$ cat config.mk
export PLATFORM = sky130hd
export DESIGN_NAME = stream_accum_sink
export DESIGN_NICKNAME = d
export VERILOG_FILES = /design/src/rtl/stream_accum_sink_pkg.sv /design/src/rtl/stream_accum_sink.sv
export SDC_FILE = /design/constraint.sdc
export NUM_CORES = 1
export LEC_CHECK = 0
export ABC_AREA = 1
export BUFFER_PORTS_ARGS = -buffer_cell sky130_fd_sc_hd__buf_2
export CAP_MARGIN = 20
export CORE_MARGIN = 2
export CORE_UTILIZATION = 61
export CTS_CLUSTER_SIZE = 12
export DETAILED_ROUTE_END_ITERATION = 16
export GPL_ROUTABILITY_DRIVEN = 1
export PLACE_DENSITY = 0.93
export REMOVE_ABC_BUFFERS = 1
export SLEW_MARGIN = 10
export SYNTH_ARGS = -nofsm -noshare
export SYNTH_HDL_FRONTEND = slang
export SYNTH_SLANG_ARGS = --single-unit
export TNS_END_PERCENT = 100
$ cat constraint.sdc
create_clock -name ap_clk -period 4.69 [get_ports ap_clk]
set_input_delay 0.938 -clock ap_clk [delete_from_list [all_inputs] [get_ports ap_clk]]
set_output_delay 0.938 -clock ap_clk [all_outputs]
set_load 0.1 [all_outputs]
$ cat src/rtl/stream_accum_sink_pkg.sv
// Shared dataflow definitions for the toy pipeline modules.
// Holds the FSM encoding and the default widths and sizes.
package stream_accum_sink_pkg;

    localparam int unsigned DEF_DATA_W  = 32;
    localparam int unsigned DEF_N_ELEMS = 5;

    typedef enum logic [2:0] {
        S_IDLE  = 3'b001,
        S_READ  = 3'b010,
        S_WRITE = 3'b100
    } state_t;

endpackage

$ cat src/rtl/stream_accum_sink.sv
// Pops N_ELEMS words from an input FIFO, sums them (wrapping) and pushes the sum to a result FIFO,
// using an ap_ctrl_chain-style start/done/continue handshake.
module stream_accum_sink
    import stream_accum_sink_pkg::*;
#(
    parameter int unsigned DATA_W  = DEF_DATA_W,
    parameter int unsigned N_ELEMS = DEF_N_ELEMS
) (
    input  logic              ap_clk,
    input  logic              ap_rst_n,
    input  logic              ap_start,
    output logic              ap_done,
    input  logic              ap_continue,
    output logic              ap_idle,
    output logic              ap_ready,
    input  logic [DATA_W-1:0] D_dout,
    input  logic              D_empty_n,
    output logic              D_read,
    output logic [DATA_W-1:0] E_din,
    input  logic              E_full_n,
    output logic              E_write
);

    localparam int unsigned     CNT_W    = $clog2(N_ELEMS + 1);
    localparam logic [CNT_W-1:0] CNT_LAST = CNT_W'(N_ELEMS - 1);

    state_t            state;
    logic              done_reg;
    logic [DATA_W-1:0] acc;
    logic [CNT_W-1:0]  cnt;

    logic start_ok;
    logic pop;
    logic push;

    // A held done blocks new starts until downstream acknowledges it.
    assign start_ok = (state == S_IDLE) && ap_start && !done_reg;
    assign pop      = (state == S_READ) && D_empty_n;
    assign push     = (state == S_WRITE) && E_full_n;

    assign D_read   = pop;
    assign E_write  = push;
    assign E_din    = acc;
    assign ap_ready = push;
    assign ap_done  = push || done_reg;
    assign ap_idle  = (state == S_IDLE) && !ap_start;

    always_ff @(posedge ap_clk or negedge ap_rst_n) begin
        if (!ap_rst_n) begin
            state    <= S_IDLE;
            done_reg <= 1'b0;
            acc      <= '0;
            cnt      <= '0;
        end else begin
            unique case (state)
                S_IDLE: begin
                    if (start_ok) begin
                        acc   <= '0;
                        cnt   <= '0;
                        state <= S_READ;
                    end
                end
                S_READ: begin
                    if (pop) begin
                        acc <= acc + D_dout;
                        cnt <= cnt + CNT_W'(1);
                        if (cnt == CNT_LAST) begin
                            state <= S_WRITE;
                        end
                    end
                end
                S_WRITE: begin
                    if (push) begin
                        state <= S_IDLE;
                    end
                end
                default: state <= S_IDLE;
            endcase

            if (ap_continue) begin
                done_reg <= 1'b0;
            end else if (push) begin
                done_reg <= 1'b1;
            end
        end
    end

endmodule

# After elaboration in Yosys (flattened, before gate mapping)
# Index checks and enable logic that the tools add are counted.
# op_classes
addsub,2
eq_ne,8
mux,13
reduce_logical,12
# op_table
cell,count
2-to-1 mux 32 bit,2
case mux 32 bit (2 select lines),1
adder 32 bit,1
2-to-1 mux 3 bit,6
case mux 3 bit (3 select lines),1
"== test 3 bit, second input constant",2
"inequality test 2 bit, second input constant",3
case mux 3 bit (2 select lines),1
logical AND 1 bit,5
AND reduction 4 bit,1
nonzero test 2 bit,2
"adder 3 x 1 -> 3 bit, second input constant",1
"== test 3 x 1 -> 1 bit, second input constant",1
"== test 3 x 2 -> 1 bit, second input constant",1
AND reduction 3 bit,1
zero test 1 bit,2
2-to-1 mux 1 bit,2
"inequality test 2 x 1 -> 1 bit, second input constant",1
logical OR 1 bit,1
# word_totals
register_bits,39

# Depth between registers and ports, before layout
# Gate-level depths: netlist of run 1.
# logic_depth
word_depth,5
depth_mapped,13
depth_no_buf,13

# Worst setup path before layout of run 1
# OpenSTA, ideal clock, no wires.
# synth_timing
kind,input to output
startpoint,input E_full_n
endpoint,output ap_done
t_arrival_ns,4.947
required_ns,3.752
setup_slack_ns,-1.195
stages,4
cell_sequence,inv_1 nor4_1 inv_1 nand2_1
# synth_via
elab_chain_len,2
# synth_rtl
element,line_no,source
"start, declared",stream_accum_sink.sv:20,"input logic E_full_n,"
logical AND 1 bit,stream_accum_sink.sv:39,assign push = (state == S_WRITE) && E_full_n;
named net E_write,stream_accum_sink.sv:21,output logic E_write
logical OR 1 bit,stream_accum_sink.sv:45,assign ap_done = push || done_reg;
"end, declared",stream_accum_sink.sv:12,"output logic ap_done,"
# The timed path passes the listed nets, and every way through them passes these cells.

# Final worst setup path of run 1
# layout_timing
startpoint,register state[2]
endpoint,output D_read
# layout_via
elab_chain_len,2
# layout_rtl
element,line_no,source
"start, declared",stream_accum_sink.sv:27,state_t state;
"start signal, assigned",stream_accum_sink.sv:50,state <= S_IDLE;
"start signal, assigned",stream_accum_sink.sv:60,state <= S_READ;
"start signal, assigned",stream_accum_sink.sv:68,state <= S_WRITE;
== test 3 x 2 -> 1 bit,stream_accum_sink.sv:38,assign pop = (state == S_READ) && D_empty_n;
logical AND 1 bit,stream_accum_sink.sv:38,
"end, declared",stream_accum_sink.sv:18,"output logic D_read,"
# No other way between the ends.

==> key figures, run 1 <==
Global route
  • First-pass GRT wire length: 17,190 um
  • Vias in the first global route: 3,864
  • Total GRT Usage: 29.88%
  • Initial antenna violation count: 0
  • Largest net degree at the start of global routing: 40
  • GR Overflow Total: 0

Synth
  • Ys Warns: 0
  • Syn Inst Count: 665
  • Cell taking the most area after synthesis: nand2_1
  • Netlist cell types: 35
  • Compound-Gate Fraction of Synth Area: 7.863%
  • Synth Area per Inst: 5.838 um2
  • Main combinational cell family by area after synthesis: simple AND/OR/NAND/NOR gates
  • Post-synth top area share: 28.23%
  • Asr flop ratio synth: 100.0%
  • Multiplexer share of the synthesized area: 0%
  • Xor/xnor share of the synthesized area: 0.6768%
  • Synth Register Bits: 39
  • Dominant synthesized flop cell: dfrtp_1
  • Synth top cells by count: nand2_1, inv_1, nor2_1, nand3_1, dfrtp_1
  • Synthesized cell area: 3882 um2
  • Sequential area share after synthesis: 25.17%
  • Top cells by area, synth: nand2_1, dfrtp_1, inv_1
  • Count leader, synth: nand2_1
  • Post-synth EDFFs: 0
  • Synth Area in Adders: 11.15%
  • Post-synthesis simple-gate area fraction: 41.38%

Clock tree
  • TritonCTS buffer count: 5
  • Sink Count: 39
  • CTS root buffer: clkbuf_8
  • CTS tree: yes
  • Post-CTS Resized: 0
  • H-tree levels: 2
  • Clock Latency Late Sink: 300 ps
  • Cts hold-fix bufs: 0
  • Clk buf depth: 2
  • Clock transition at path regs: 70 ps
  • Setup Buffers After CTS: 0

Floorplan
  • Initial Util: 62.21%
  • Die X: 83.78 um
  • Io pins: 75
  • Core area: 6241 um2
  • Die Span Y: 83.78 um
  • Rows: 29
  • Die Area: 7019 um2

STA
  • Clk_skew: 13.14 ps
  • Worst slew margin: 40.67%
  • Max frequency: 313.8 MHz
  • RSZ-0062 raised after global routing: false
  • Setup TNS: 0 ps
  • Hold Violations, Final: 0
  • Least-Margin Pin Slew: 890.0 ps
  • Fin crit share: 67.95%
  • Final slew viol count: 0
  • Final Setup Violations: 0
  • Final min period: 3187 ps

Min path
  • Type of the most critical hold path: reg -> reg

Critical path
  • Required @ worst endpoint: 3750 ps
  • Worst Path Arrival: 2250 ps
  • CP max stage cell: buf_2
  • CP Buf/Inv Count: 2
  • WS Path Type: reg -> out
  • CP Launch Type: flop
  • Crit path max-delay family: buffers and inverters
  • CP cell instances: nor3_4, nand2_2, inv_2, buf_2
  • Crit Path Max Fanout: 22
  • Crit-path max cell delay: 510 ps
  • CP Capture Type: primary output

Cells and area
  • Fillers: 585
  • ANT cells: 0
  • Max reg flops: 32
  • Multi-input logic area: 2371 um2
  • Layout cells sized above 1: 12.57%
  • Nets: 811
  • Layout area overhead: 13.18%
  • Seq. cell area: 977.2 um2

Route
  • Via density: 5.158
  • Routed via count: 4,214
  • First DRT Iteration DRCs: 230
  • Routed Antenna Nets: 0
  • DR pass1 iterations: 5
  • WL/cell: 12.45 um
  • DRT Wirelength: 10,170 um
  • Residual DRC: 0

Power and ir drop
  • Pwr Total: 0.003213 W
  • Peak VDD IR: 0.5306 mV
  • Leakage power: 2.900 nW
  • Pwr dens: 731.2 nW/um2

Placement
  • IO buf count: 74
  • Final HPWL DP: 8093 um
  • Routability congestion estimate from global placement: 0.9006

Run status
  • Outcome: complete, no violations

Run
  • Max-Cap Viols: 0
==> area by class of cell <==
cell class | instances | share of cell area (%)
multi-input combinational | 489 | 53.96
sequential | 39 | 22.24
inverter | 130 | 11.10
timing repair buffer | 74 | 8.428
tap | 77 | 2.192
clock buffer | 7 | 1.965
clock inverter | 1 | 0.1139
==> routing by layer <==
layer  up-vias  share of wire, %  GRT usage, %
li1       2179                 -             -
met3        26               5.5         3.363
met5         -                 0             0
met1      1854                47         40.91
met4         0               2.2         11.14
met2       155                45         48.73
==> worst paths after layout <==
| check | startpoint | to | slack [ps] | cells past startpoint |
|---|---|---|---|---|
| setup / recovery | state[2]$_DFFE_PN0P_ | D_read | 1500 | 4 |
| hold / removal | cnt[2]$_DFFE_PN0P_ | cnt[2]$_DFFE_PN0P_ | 480 | 1 |
| setup reg to reg | E_din[0]$_DFFE_PN0P_ | E_din[28]$_DFFE_PN0P_ | 2540 | 13 |
| hold reg to reg | cnt[2]$_DFFE_PN0P_ | cnt[2]$_DFFE_PN0P_ | 480 | 1 |
| max in group asynchronous | ap_rst_n | E_din[30]$_DFFE_PN0P_ | 3380 | 1 |
| min in group asynchronous | ap_rst_n | E_din[1]$_DFFE_PN0P_ | 750 | 1 |
==> metrics by stage <==
stage	utilization, %	cell area [um2]	std cells	worst slack (ps)	hold slack [ps]
after global placement	68.95	4303	809	1601	450.2
after detailed placement	68.95	4303	809	1579	468.4
after global routing	70.41	4394	817	1432	502.0
after floorplan	-	3836	658	-4110	433.7
after CTS	70.41	4394	817	1529	478.7
final	70.41	4394	817	1503	482.0
==> cells by family (layout without fill, tap and decap cells) <==
| logic type | count (synthesis) | count (layout) |
|---|---|---|
| and+or+nand+nor | 395 | 395 |
| buffers and inverters | 137 | 212 |
| AOI/OAI and AO/OA | 57 | 57 |
| DFF | 39 | 39 |
| adders and majority gates | 34 | 34 |
| xor gates and xnor gates | 3 | 3 |
==> power by group <==
group / internal [W] / total [W] / switching [W] / leakage [nW]
sequential: 0.000472 / 0.000585 / 0.000113 / 0.524
combinational: 0.000533 / 0.00238 / 0.00185 / 2.33
clock: 0.000119 / 0.000245 / 0.000126 / 0.0482
==> cells in the final DEF, fill, tap and decap left out, drive strengths merged <==
master and count:
and2 3, o21bai 2, o22ai 1, nor2 44, inv 130, nand3 40, or2 2, dfrtp 38
clkbuf 7, nand2 294, a21oi 33, a32o 1, nor3 3, fa 1, a22o 1, xnor2 1
nand3b 3, a21o 1, o31ai 1, ha 33, nor4 2, o21ai 17, xor2 2, dfstp 1
clkinv 1, buf 74, nand4 4
Note: power is estimated with default switching activity, not from simulation.
==> inputs of run 2 (changes only) <==
--- a/config.mk
+++ b/config.mk
@@ -5,15 +5,15 @@
 export SDC_FILE = /design/constraint.sdc
 export NUM_CORES = 1
 export LEC_CHECK = 0
-export ABC_AREA = 1
+export ABC_AREA = 0
 export BUFFER_PORTS_ARGS = -buffer_cell sky130_fd_sc_hd__buf_2
 export CAP_MARGIN = 20
 export CORE_MARGIN = 2
-export CORE_UTILIZATION = 61
+export CORE_UTILIZATION = 50
 export CTS_CLUSTER_SIZE = 12
 export DETAILED_ROUTE_END_ITERATION = 16
 export GPL_ROUTABILITY_DRIVEN = 1
-export PLACE_DENSITY = 0.93
+export PLACE_DENSITY = 0.83
 export REMOVE_ABC_BUFFERS = 1
 export SLEW_MARGIN = 10
 export SYNTH_ARGS = -nofsm -noshare
==> constraint.sdc (replaced) <==
create_clock -name ap_clk -period 2.8 [get_ports ap_clk]
set_input_delay 0.56 -clock ap_clk [delete_from_list [all_inputs] [get_ports ap_clk]]
set_output_delay 0.56 -clock ap_clk [all_outputs]
set_load 0.1 [all_outputs]
==> run 2 against run 1 <==
- design area is 3.8% lower
- sequential cell count stayed put
- synthesized area is 12% lower
==> key figures, run 2 <==
Critical path
  • Required @ worst endpoint: 3000 ps (-750 ps)
  • CP Capture Type: flop
  • WS Path Type: reg -> reg
  • Reg-to-reg startpoint: E_din[0]$_DFFE_PN0P_
  • Crit Path Max Fanout: 6 (-73%)
  • R2R depth: 11 (-2)
  • Worst r2r dst: E_din[30]$_DFFE_PN0P_
  • FF-to-FF setup slack: 140 ps (-2400 ps)
  • CP Launch Type: flop
  • Worst Path Arrival: 2860 ps (+610 ps)

Floorplan
  • Rows: 30 (+3.4%)
  • Core area: 6719 um2 (+7.7%)
  • Initial Util: 50.88% (-11 points)
  • Die X: 86.69 um (+3.5%)
  • Io pins: 75 (unchanged)
  • Die Area: 7514 um2 (+7.1%)
  • Die Span Y: 86.69 um (+3.5%)

Run status
  • Outcome: complete, no violations

Synth
  • Dominant synthesized flop cell: dfrtp_1
  • Asr flop ratio synth: 100.0% (unchanged)
  • Synthesized cell area: 3418 um2 (-12%)
  • Sequential area share after synthesis: 28.59% (+3.4 points)
  • Post-synth top area share: 27.82% (-0.41 points)
  • Syn Inst Count: 414 (-38%)
  • Cell taking the most area after synthesis: dfrtp_1
  • Synth Register Bits: 39 (unchanged)
  • Count leader, synth: nand2_1
  • Post-synth EDFFs: 0 (unchanged)
  • Synth top cells by count: nand2_1, dfrtp_1, o21ai_0, a21oi_1, ha_1
  • Synth Area per Inst: 8.257 um2 (+41%)
  • Netlist cell types: 67 (+91%)
  • Ys Warns: 0 (unchanged)
  • Top cells by area, synth: dfrtp_1, ha_1, nand2_1

Route
  • Residual DRC: 0 (unchanged)
  • Routed Antenna Nets: 0 (unchanged)
  • DRT Wirelength: 9654 um (-5.1%)
  • DR pass1 iterations: 5 (unchanged)
  • First DRT Iteration DRCs: 214 (-7.0%)
  • Via density: 6.091 (+18%)
  • Routed via count: 3,630 (-14%)
  • WL/cell: 16.20 um (+30%)

Run
  • Max-Cap Viols: 0 (unchanged)

Placement
  • Final HPWL DP: 7281 um (-10%)
  • IO buf count: 74 (unchanged)
  • Routability congestion estimate from global placement: 0.9356 (+3.9%)
  • Setup WS pre-CTS: -121.8 ps (-1701 ps)

Clock tree
  • H-tree levels: 2 (unchanged)
  • Post-CTS Resized: 0 (unchanged)
  • Clock transition at path regs: 90 ps (+20 ps)
  • Clk buf depth: 2 (unchanged)
  • CTS tree: yes
  • Clock Latency Late Sink: 310 ps (about the same)
  • CTS root buffer: clkbuf_8
  • Sink Count: 39 (unchanged)
  • TritonCTS buffer count: 5 (unchanged)

Cells and area
  • Layout cells sized above 1: 26.94% (+14 points)
  • Nets: 587 (-28%)
  • Max reg flops: 32 (unchanged)
  • Seq. cell area: 977.2 um2 (unchanged)
  • Fillers: 596 (+1.9%)
  • Multi-input logic area: 2301 um2 (-3.0%)
  • Post-layout util: 62.89% (-7.5 points)
  • ANT cells: 0 (unchanged)
  • Commonest non-fill, non-tap cell in the layout: buf_2
  • Commonest cells after routing, fill and taps aside: buf_2, nand2_1, dfrtp_1, o21ai_0, buf_4
  • Layout area overhead: 23.61%

STA
  • Fin crit share: 95.02%
  • Clk_skew: 9.004 ps (-4.134 ps)
  • Worst slew margin: 38.35% (-2.3 points)
  • Max frequency: 375.9 MHz
  • Final slew viol count: 0 (unchanged)
  • Least-Margin Pin Slew: 924.7 ps (+34.74 ps)
  • Final WS setup: 139.5 ps (-1363 ps)
  • Final Setup Violations: 0 (unchanged)
  • Final min period: 2661 ps
  • RSZ-0062 raised after global routing: false
  • Hold Violations, Final: 0 (unchanged)

Min path
  • Type of the most critical hold path: in -> async

Global route
  • Initial antenna violation count: 0 (unchanged)
  • Largest net degree at the start of global routing: 40 (unchanged)
  • GR Overflow Total: 0 (unchanged)
  • Total GRT Usage: 25.23% (-4.6 points)
  • Vias in the first global route: 3,444 (-11%)
  • First-pass GRT wire length: 15,370 um (-11%)
[run 2: cell types whose count changed after synthesis, sizes merged, moves of 7 or more]
cell	before	now
nand2	294	62
inv	130	19
nand3	40	10
o21ai	17	40
nor2	44	23
a21o	1	14
clkbuf	0	13
a211oi	0	8
xnor2	1	8
xor2	2	9
[run 2: layout make-up]
class,instances,share of cell area [%]
clock buffers,5,1.629
well taps,80,2.369
multi-input cells,341,54.46
inverters,19,1.688
clock inverters,3,1.096
repair buffers,109,15.64
flip-flops and latches,39,23.13
[run 2: worst max-delay path by stage]
stage                     depth (start not counted)                    end  slack (ps)                  from
after detailed placement                         11  E_din[30]$_DFFE_PN0P_        -120             D_dout[0]
after global placement                           12  E_din[24]$_DFFE_PN0P_          10             D_dout[0]
after CTS                                        10  E_din[30]$_DFFE_PN0P_         120  E_din[0]$_DFFE_PN0P_
after floorplan                                   3                ap_done       -5510  state[2]$_DFFE_PN0P_
final                                            11  E_din[30]$_DFFE_PN0P_         140  E_din[0]$_DFFE_PN0P_
after global routing                             11  E_din[24]$_DFFE_PN0P_          20  E_din[0]$_DFFE_PN0P_
[run 2: through the flow]
| step | area, um2 | TNS (ps) | hold WS, ps | instances |
|---|---|---|---|---|
| 3_3_place_gp | 4103 | 0 | 472.0 | 587 |
| 3_5_place_dp | 4103 | -435.7 | 503.5 | 587 |
| 2_1_floorplan | 3349 | -21020 | 264.4 | 399 |
| 5_1_grt | 4225 | 0 | 395.6 | 596 |
| 4_1_cts | 4218 | 0 | 387.7 | 595 |
| 6_report | 4225 | 0 | 379.1 | 596 |
[run 2: worst max-delay path: stages (launching register included)]
cell and delay (ps):
dfrtp_1 410, ha_1 210, inv_1 80, fa_1 220, nand2b_1 180, a211oi_2 100, o2111a_2 300, o311ai_4 280
a31oi_4 160, buf_12 160, a31o_1 160, a221o_1 290
[run 2: cells by family after synthesis]
logic type,count (synthesis),synth area share (%)
DFF,39,28.59
xor gates and xnor gates,17,4.356
and+or+nand+nor,139,19.62
adders and majority gates,34,12.66
buffers and inverters,34,4.100
muxes,1,0.2928
AOI/OAI and AO/OA,150,30.38
[run 2: routing by layer]
layer  share of wire, %  vias up  global-route usage, %
met2                 47      158                  42.59
met1                 43     1716                  33.04
met5                  0        -                      0
li1                   -     1725                      -
met3                6.7       31                  3.238
met4                2.7        0                  9.233
[run 2: what timing repair did]
item                       in CTS  in global routing
setup buffers                   0                  1
hold buffers                    0                  0
setup endpoints to repair       0                  4
Power of run 2 is not shown: default switching activity piles up to over one toggle a cycle in this logic, so the estimate is an artifact.
==> inputs of run 3 (changes only) <==
--- a/config.mk
+++ b/config.mk
@@ -9,11 +9,11 @@
 export BUFFER_PORTS_ARGS = -buffer_cell sky130_fd_sc_hd__buf_2
 export CAP_MARGIN = 20
 export CORE_MARGIN = 2
-export CORE_UTILIZATION = 50
+export CORE_UTILIZATION = 55
 export CTS_CLUSTER_SIZE = 12
 export DETAILED_ROUTE_END_ITERATION = 16
 export GPL_ROUTABILITY_DRIVEN = 1
-export PLACE_DENSITY = 0.83
+export PLACE_DENSITY = 0.87
 export REMOVE_ABC_BUFFERS = 1
 export SLEW_MARGIN = 10
 export SYNTH_ARGS = -nofsm -noshare
==> constraint.sdc (replaced) <==
create_clock -name ap_clk -period 3.4 [get_ports ap_clk]
set_input_delay 0.68 -clock ap_clk [delete_from_list [all_inputs] [get_ports ap_clk]]
set_output_delay 0.68 -clock ap_clk [all_outputs]
set_load 0.1 [all_outputs]
==> run 3 against run 2 <==
- clock skew shrank 1.6 ps
- critical endpoint unchanged
- first-iteration DRC count rose by 12%
- register-to-register slack improved by 510 ps
- via count fell by 7.1%
- sequential share of layout area rose by 1.7 points
- count of clock-buffer cells in the layout rose by 2
==> key figures, run 3 (synthesized netlist as in run 2, its figures left out) <==
Critical path
  • CP max stage cell: fa_1
  • CP Launch Type: input pin
  • FF-to-FF setup slack: 650 ps (+510 ps)
  • Crit Path Max Fanout: 8 (+2)
  • CP Capture Type: flop
  • Crit path max-delay family: compound AO/OA/AOI/OAI gates
  • WS Path Type: in -> reg
  • CP cell instances: buf_2, ha_1, inv_1, fa_1, nand2b_1, a211oi_2, o2111a_2, o311ai_4, a31oi_4, a311oi_1, a221o_1
  • Worst Path Arrival: 3000 ps (+140 ps)
  • Required @ worst endpoint: 3580 ps (+580 ps)
  • Worst r2r dst: E_din[30]$_DFFE_PN0P_
  • CP Buf/Inv Count: 2 (unchanged)
  • R2R depth: 10 (-1)
  • Reg-to-reg startpoint: E_din[0]$_DFFE_PN0P_
  • Crit-path max cell delay: 390 ps (-20 ps)
  • Worst path depth: 11 (unchanged)

Min path
  • Hold EP: cnt[2]$_DFFE_PN0P_
  • Type of the most critical hold path: reg -> reg
  • Hold Crit Start: cnt[2]$_DFFE_PN0P_
  • WHS Path Cells: 1

STA
  • Final slew viol count: 0 (unchanged)
  • Least-Margin Pin Slew: 902.6 ps (-22.07 ps)
  • Hold Violations, Final: 0 (unchanged)
  • Max frequency: 355.3 MHz
  • RSZ-0062 raised after global routing: false
  • Clk_skew: 7.379 ps (-1.625 ps)
  • Final Setup Violations: 0 (unchanged)
  • Fin crit share: 82.77%
  • Worst slew margin: 39.82% (+1.5 points)
  • Final min period: 2814 ps

Route
  • Residual DRC: 0 (unchanged)
  • Routed via count: 3,372 (-7.1%)
  • DRT met1 WL: 4074 um (-3.0%)
  • WL/cell: 15.90 um (-1.9%)
  • First DRT Iteration DRCs: 240 (+12%)
  • DRT Wirelength: 8886 um (-8.0%)
  • DR pass1 iterations: 4 (-1)
  • Routed Antenna Nets: 0 (unchanged)
  • DR top layer: met4
  • Via density: 6.032 (-0.96%)
  • Met3 wire length: 465 um (-28%)
  • Met2 wire len: 4197 um (-7.7%)

Global route
  • Total GRT Usage: 26.36% (+1.1 points)
  • Largest net degree at the start of global routing: 40 (unchanged)
  • First-pass GRT wire length: 15,400 um (+0.18%)
  • Vias in the first global route: 3,401 (-1.2%)
  • GR Overflow Total: 0 (unchanged)
  • Initial antenna violation count: 0 (unchanged)

Clock tree
  • CTS tree: yes
  • TritonCTS buffer count: 5 (unchanged)
  • Post-CTS Resized: 0 (unchanged)
  • Sink Count: 39 (unchanged)
  • Clock transition at path regs: 80 ps (about the same)
  • H-tree levels: 2 (unchanged)
  • Clk buf depth: 2 (unchanged)
  • Setup Buffers After CTS: 0 (unchanged)
  • Clock Latency Late Sink: 290 ps (-20 ps)
  • CTS root buffer: clkbuf_8
  • Cts hold-fix bufs: 0 (unchanged)

Floorplan
  • Initial Util: 57.39% (+6.5 points)
  • Io pins: 75 (unchanged)
  • Die Span Y: 82.84 um (-4.4%)
  • Die X: 82.84 um (-4.4%)
  • Die Area: 6862 um2 (-8.7%)
  • Core area: 5956 um2 (-11%)
  • Rows: 28 (-6.7%)

Cells and area
  • Commonest non-fill, non-tap cell in the layout: buf_2
  • Max reg flops: 32 (unchanged)
  • Layout cells sized above 1: 21.69% (-5.2 points)
  • Fin cells: 559 (-6.2%)
  • Nets: 555 (-5.5%)
  • ANT cells: 0 (unchanged)
  • Commonest cells after routing, fill and taps aside: buf_2, nand2_1, dfrtp_1, o21ai_0
  • Layout area overhead: 15.34%

Placement
  • Routability congestion estimate from global placement: 0.9162 (-2.1%)
  • Placed cells: 551 (-6.1%)
  • Final HPWL DP: 6706 um (-7.9%)
  • IO buf count: 74 (unchanged)

Run
  • Max-Cap Viols: 0 (unchanged)

Run status
  • Outcome: complete, no violations
[run 3: cell types whose count changed in the layout (fill, tap and decap cells not counted), sizes merged]
cell / delta
clkbuf: +2
buf: -32
clkinvlp: -1
inv: -1
[run 3: per-layer routing]
| metal | track usage [%] | vias up |
|---|---|---|
| met1 | 34.83 | 1600 |
| met4 | 7.452 | 0 |
| li1 | - | 1659 |
| met2 | 45.01 | 98 |
| met3 | 3.777 | 15 |
| met5 | 0 | - |
[run 3: worst max-delay path by stage]
stage | start | end | slack, ps
6_report | D_dout[0] | E_din[30]$_DFFE_PN0P_ | 590
4_1_cts | D_dout[0] | E_din[30]$_DFFE_PN0P_ | 600
3_5_place_dp | D_dout[0] | E_din[30]$_DFFE_PN0P_ | 300
3_3_place_gp | D_dout[0] | E_din[30]$_DFFE_PN0P_ | 380
2_1_floorplan | E_full_n | ap_done | -5090
5_1_grt | D_dout[0] | E_din[30]$_DFFE_PN0P_ | 390
[run 3: final cells by class]
type                    instances  area (um2)
multi-input cells             341        2301
fillers                       528        2013
flip-flops and latches         39       977.2
repair buffers                 77       392.9
well taps                      75       93.84
clock buffers                   7       76.32
inverters                      19       71.32
clock inverters                 1       30.03
[run 3: through the flow]
stage	utilization [%]	TNS (ps)	hold WS (ps)	area [um2]	worst slack (ps)
after CTS	66.20	0	496.8	3943	601.5
after global placement	64.41	0	476.7	3836	382.2
final	66.20	0	501.7	3943	585.8
after floorplan	-	-17680	384.4	3349	-5086
after global routing	66.20	0	546.7	3943	385.4
after detailed placement	64.41	0	485.5	3836	297.4
Power of run 3 is left out for the same reason.
